===== src/rtl/pipeline_stall_scheduler.sv =====
// Load-use and mult/div hazard scheduler for the 5-stage MIPS pipeline.
// Optional stall statistics counter enabled by defining STALL_STATS_EN.
module pipeline_stall_scheduler #(
    parameter int MULDIV_LATENCY = 4,
    parameter int CNT_W          = 16
) (
    input  logic             Clk,
    input  logic             Rst,
    input  logic             id_valid,
    input  logic [4:0]       id_rs,
    input  logic [4:0]       id_rt,
    input  logic             id_uses_rt,
    input  logic             id_is_muldiv,
    input  logic             id_reads_hilo,
    input  logic             ex_memRead,
    input  logic [4:0]       ex_regDst,
    input  logic             ex_branch_taken,
    output logic             stall,
    output logic             id_ex_bubble,
    output logic             if_id_flush,
    output logic             muldiv_start,
    output logic             muldiv_busy,
    output logic [CNT_W-1:0] stall_count
);

    typedef enum logic {
        IDLE,
        BUSY
    } MdState;

    localparam logic [3:0] BusyLoad = 4'(MULDIV_LATENCY - 1);

    MdState     state;
    logic [3:0] busyCnt;
    logic       luHazard;
    logic       mdHazard;

    assign luHazard = id_valid & ex_memRead & (ex_regDst != 5'd0) &
                      ((ex_regDst == id_rs) | (id_uses_rt & (ex_regDst == id_rt)));
    assign mdHazard = id_valid & muldiv_busy & (id_reads_hilo | id_is_muldiv);

    // A taken branch kills the ID instruction, so it outranks any hazard on it.
    always_comb begin
        stall        = 1'b0;
        id_ex_bubble = 1'b0;
        if_id_flush  = 1'b0;
        muldiv_start = 1'b0;
        if (ex_branch_taken) begin
            if_id_flush  = 1'b1;
            id_ex_bubble = 1'b1;
        end else if (luHazard | mdHazard) begin
            stall        = 1'b1;
            id_ex_bubble = 1'b1;
        end else if (id_valid & id_is_muldiv & (state == IDLE)) begin
            muldiv_start = 1'b1;
        end
    end

    always_ff @(posedge Clk) begin
        if (Rst) begin
            state       <= IDLE;
            busyCnt     <= 4'd0;
            muldiv_busy <= 1'b0;
        end else begin
            case (state)
                IDLE: begin
                    if (muldiv_start) begin
                        state       <= BUSY;
                        busyCnt     <= BusyLoad;
                        muldiv_busy <= 1'b1;
                    end
                end
                BUSY: begin
                    if (busyCnt == 4'd0) begin
                        state       <= IDLE;
                        muldiv_busy <= 1'b0;
                    end else begin
                        busyCnt <= busyCnt - 4'd1;
                    end
                end
                default: begin
                    state       <= IDLE;
                    muldiv_busy <= 1'b0;
                end
            endcase
        end
    end

`ifdef STALL_STATS_EN
    // Saturating so a long-running profile never reads back a small value.
    always_ff @(posedge Clk) begin
        if (Rst) begin
            stall_count <= '0;
        end else if (stall && (stall_count != {CNT_W{1'b1}})) begin
            stall_count <= stall_count + 1'b1;
        end
    end
`else
    assign stall_count = '0;
`endif

endmodule


===== config.mk =====
export PLATFORM = sky130hd
export DESIGN_NAME = pipeline_stall_scheduler
export DESIGN_NICKNAME = d
export VERILOG_FILES = /design/src/rtl/pipeline_stall_scheduler.sv
export SDC_FILE = /design/constraint.sdc
export NUM_CORES = 1
export LEC_CHECK = 0
export ABC_AREA = 1
export CAP_MARGIN = 20
export CORE_MARGIN = 2
export CORE_UTILIZATION = 39
export DETAILED_ROUTE_END_ITERATION = 7
export PLACE_DENSITY = 0.84
export SYNTH_ARGS = -nofsm -noshare
export SYNTH_HDL_FRONTEND = slang
export SYNTH_SLANG_ARGS = --single-unit

===== constraint.sdc =====
create_clock -name Clk -period 3.29 [get_ports Clk]
set_input_delay 0.658 -clock Clk [delete_from_list [all_inputs] [get_ports Clk]]
set_output_delay 0.658 -clock Clk [all_outputs]
set_load 0.01 [all_outputs]

==> flow_metrics.tcl, run 1 <==
set metrics [dict create \
    wl_per_cell_microns 8.54 \
    setup_violations 0 \
    port_buffers 27 \
    holdBufCountCts 0 \
    dieArea_sq_um 2230 \
    vias_per_cell 4.39 \
    critPathSlowestCell "clkdlybuf4s50_1" \
    synth_top_area_frac 0.175 \
    avgSynthCellArea_sq_um 5.83 \
    core_area_sq_um 1750 \
    fin_nets 180 \
    ios 44 \
    hold_slack_ps 517 \
    crit_path_end_kind "output pin" \
    synth_top_area_cell "buf_4" \
    fin_worst_skew_ps 2.42 \
    place_hpwl_mm 1.30 \
    cts_root_buffer "clkbuf_4" \
    hold_class "flop to flop" \
    initial_utilization 0.417 \
    yosysWarningCount 0 \
    num_vias 782 \
    synthCells 125 \
    critPathMaxStageDelay_ps 560 \
    hold_violations 0 \
    die_w_microns 47.2 \
    period_minus_slack_ps 3020 \
    rsz0062_at_grt "false" \
    clock_sinks 6 \
    final_common_cell "nand2_1" \
    path_class "input port to output pin" \
    insertion_delay_ps 240 \
    path_clk_slew_ps 40 \
    peakVddDrop_mv 0.212 \
    cts_inserted_buffers 3 \
    cts_resized 0 \
    ys_seq_area_frac 0.165 \
    power_leakage_nw 0.532 \
    routed_wl_mm 1.52 \
    outcome "finished clean" \
    grt_max_degree 11 \
    timing.fmax_mhz 331 \
    required_ps 2630 \
    ant_nets 0 \
    grt_pass1_wl_mm 2.42 \
    cp_top_family "buffers and inverters" \
    antenna_found_initial 0 \
    final_cell_mix "nand2_1, clkdlybuf4s50_1, inv_1" \
    core.rowCount 15 \
    postCtsSetupRepairBufs 0 \
    cp_max_fo 5 \
    diodes 0 \
    powerDensity_nw_per_um2 252 \
    cts_tree "yes" \
    synth_cell_types 23 \
    globalRouteOverflowTotal 0 \
    critPathBufInv 3 \
    h-tree-depth 1 \
    setup_tns_ps 0 \
    grt_use_total 0.152 \
    period_share 0.918 \
    die_h_microns 47.2 \
    synth.ff_latch_count 6 \
    slew_viol_final 0 \
    cts_buffer_depth 2 \
    layout-drive-gt1-share 0.0915 \
    ys_top_cells_by_area "buf_4, nand2_1, dfxtp_1" \
    remaining_drc_errors 0 \
    syn2layout_area_growth_pct 34.2 \
    arrival_ps 2360 \
    drt-pass1-iter-count 4 \
    drtIter0Drc 14 \
    netlist_area_sq_um 728 \
    path_cells "clkdlybuf4s50_1, inv_2, nand2_1, nand2_1, nor2_1, nand3_1, nand2_2, a21boi_0, nor2_1, clkdlybuf4s50_1" \
    place_congestion 0.922 \
    cp-start-kind "input port" \
    maxCapViolCount 0 \
    grt_pass1_vias 613 \
]
==> cells in the mapped netlist, drive strengths merged <==
| master | n |
|---|---|
| dfxtp | 6 |
| nand4 | 2 |
| a21boi | 1 |
| nand3 | 9 |
| ha | 2 |
| xnor2 | 2 |
| nor3 | 1 |
| o211ai | 1 |
| nor4 | 1 |
| o21ai | 1 |
| buf | 18 |
| nand2 | 36 |
| a31oi | 1 |
| a21oi | 6 |
| nor2 | 13 |
| inv | 24 |
| conb | 1 |
==> report_power, final <==
| group | switching (mW) | internal [mW] |
|---|---|---|
| logic | 0.0491 | 0.0485 |
| clock network | 0.0262 | 0.0412 |
| registers | 0.00362 | 0.0779 |
| total | 0.0789 | 0.168 |
==> path summary, 6_finish.rpt <==
check                    start     endpoint  slack, ps  cells after the start
setup reg to reg    busyCnt[0]   busyCnt[2]       2000                      6
setup / recovery  ex_regDst[0]        stall        270                     10
hold / removal     muldiv_busy  muldiv_busy        520                      2
hold reg to reg    muldiv_busy  muldiv_busy        520                      2
==> sequential cells by signal (all words and copies together) (netlist names) <==
register	flops
state	1
muldiv_busy	1
busyCnt	4
==> metrics by stage <==
step | std cells | instance area, sq um | util | power [mW] | setup slack [ps]
finish | 178 | 977 | 0.560 | 0.246 | 271
floorplan | 140 | 785 | - | 0.151 | 1290
detailed placement | 175 | 955 | 0.547 | 0.180 | 258
global route | 178 | 977 | 0.560 | 0.269 | 137
CTS | 178 | 977 | 0.560 | 0.251 | 257
global placement | 175 | 955 | 0.547 | 0.177 | 263
==> cells by family (layout without fill, tap and decap cells) <==
family / after synthesis / in the layout / share of synthesized area
xor+xnor: 2 / 2 / 0.0241
flops: 6 / 6 / 0.165
compound gates: 10 / 10 / 0.0773
fa+ha+maj: 2 / 2 / 0.0344
simple gates: 62 / 62 / 0.380
other cells: 1 / 16 / 0.00515
buf+inv: 42 / 55 / 0.314
==> worst reg2reg max path: stages (launching register included) <==
cell     delay, ps
dfxtp_1        360
inv_1          110
ha_1           200
nand3_1        110
nand2_2        130
a21oi_1        210
nor2_1          60
==> layer usage <==
metal  wire [microns]  global-route usage  part of all wire
met1              658               0.180              0.43
met3              148              0.0231             0.097
met4               24              0.0667             0.016
met5                0                   0                 0
met2              689               0.268              0.45
==> area by class of cell <==
| cell class | instances | area (sq um) |
|---|---|---|
| Fill cell | 177 | 768 |
| Multi-Input combinational cell | 92 | 435 |
| Timing Repair Buffer | 28 | 278 |
| Sequential cell | 6 | 120 |
| Inverter | 24 | 90.1 |
| Tap cell | 25 | 31.3 |
| Clock buffer | 3 | 22.5 |
Power figures use the tool's default switching activity.
==> run 2, diff against run 1 <==
==> constraint.sdc (replaced) <==
create_clock -name Clk -period 3.8 [get_ports Clk]
set_input_delay 0.76 -clock Clk [delete_from_list [all_inputs] [get_ports Clk]]
set_output_delay 0.76 -clock Clk [all_outputs]
set_load 0.01 [all_outputs]
==> flow_metrics.tcl, run 2 (synthesized netlist as in run 1, its figures left out) <==
set metrics [dict create \
    core.rowCount 15 \
    critPathBufInv 3 \
    rsz0062_at_grt "false" \
    syn2layout_area_growth_pct 34.2 \
    drt-pass1-iter-count 6 \
    setup_violations 0 \
    dp_cells 175 \
    postCtsSetupRepairBufs 0 \
    h-tree-depth 1 \
    dieArea_sq_um 2230 \
    globalRouteOverflowTotal 0 \
    path_clk_slew_ps 40 \
    fin_nets 180 \
    p_comb_frac 0.399 \
    outcome "finished clean" \
    switching_share 0.322 \
    layout-drive-gt1-share 0.0915 \
    ios 44 \
    powerDensity_nw_per_um2 219 \
    period_share 0.855 \
    critPathMaxStageDelay_ps 560 \
    diodes 0 \
    power_leakage_nw 0.532 \
    top_regs "busyCnt x4, muldiv_busy x1, state x1" \
    core_area_sq_um 1750 \
    holdBufCountCts 0 \
    timing.fmax_mhz 308 \
    routed_wl_mm 1.58 \
    p_int_mw 0.145 \
    initial_utilization 0.417 \
    clock_sinks 6 \
    clkPwrFrac 0.271 \
    cts_buffer_depth 2 \
    setup_tns_ps 0 \
    hold_violations 0 \
    setup_ws_ps 551 \
    cp-start-kind "input port" \
    die_h_microns 47.2 \
    place_hpwl_mm 1.36 \
    placed_area_sq_um 955 \
    grt_use_total 0.149 \
    antenna_found_initial 0 \
    path_class "input port to output pin" \
    remaining_drc_errors 0 \
    cts_inserted_buffers 3 \
    drtIter0Drc 20 \
    power_mw 0.214 \
    p_sw_mw 0.0688 \
    maxCapViolCount 0 \
    critPathSlowestCell "clkdlybuf4s50_1" \
    hold_slack_ps 508 \
    largest_reg_flops 4 \
    largest_register "busyCnt" \
    slew_viol_final 0 \
    seqPwrFrac 0.330 \
    fin_worst_skew_ps 1.75 \
    port_buffers 27 \
    arrival_ps 2490 \
    num_vias 769 \
    grt_max_degree 11 \
    place_ws_ps 534 \
    place_congestion 0.874 \
    ant_nets 0 \
    final_common_cell "nand2_1" \
    grt_pass1_vias 634 \
    period_minus_slack_ps 3250 \
    insertion_delay_ps 240 \
    path_cells "clkdlybuf4s50_1, inv_2, nand2_1, nand2_1, nor2_1, nand3_1, nand2_2, a21boi_0, nor2_1, clkdlybuf4s50_1" \
    wl_per_cell_microns 8.88 \
    hold_class "flop to flop" \
    peakVddDrop_mv 0.176 \
    cts_root_buffer "clkbuf_4" \
    die_w_microns 47.2 \
    vias_per_cell 4.32 \
    final_cell_mix "nand2_1, clkdlybuf4s50_1, inv_1" \
    cts_tree "yes" \
    cp_top_family "buffers and inverters" \
    finalNonFillerCells 178 \
    crit_path_end_kind "output pin" \
    required_ps 3040 \
    cp_max_fo 5 \
    cts_resized 0 \
    stdcell_area_sq_um 977 \
    final_core_util 0.560 \
    grt_pass1_wl_mm 2.42 \
]
-- run 2: path summary, 6_finish.rpt --
check                                   from          end  slack [ps]  cells after the start
worst max-delay path            ex_regDst[0]        stall         550                     10
worst min-delay path             muldiv_busy  muldiv_busy         510                      2
worst max register to register    busyCnt[0]   busyCnt[0]        2560                      6
worst min register to register   muldiv_busy  muldiv_busy         510                      2
-- run 2: routing by layer --
metal / vias up / global-route usage / share of wire
met5: - / 0 / 0
met2: 38 / 0.260 / 0.47
li1: 405 / - / -
met1: 324 / 0.181 / 0.44
met3: 2 / 0.0385 / 0.082
met4: 0 / 0.0389 / 0.0044
-- run 2: tightest hold or removal path, cell delays in order (launching register included) --
cell and delay (ps):
dfxtp_1 320, o21ai_0 70, a21oi_1 60
-- run 2: power by group through the flow --
stage               Combinational, mW  Sequential (mW)  Clock, mW
finish                         0.0853           0.0706     0.0580
global placement               0.0820           0.0715          0
CTS                            0.0852           0.0705     0.0597
global route                   0.0962           0.0708     0.0623
detailed placement             0.0848           0.0716          0
floorplan                      0.0596           0.0711          0
-- run 2: cell type report --
type	instances	area (sq um)
fill	173	768
inverter	24	90.1
multi-input combinational	92	435
tap	25	31.3
clock buffer	3	22.5
timing repair buffer	28	278
sequential	6	120
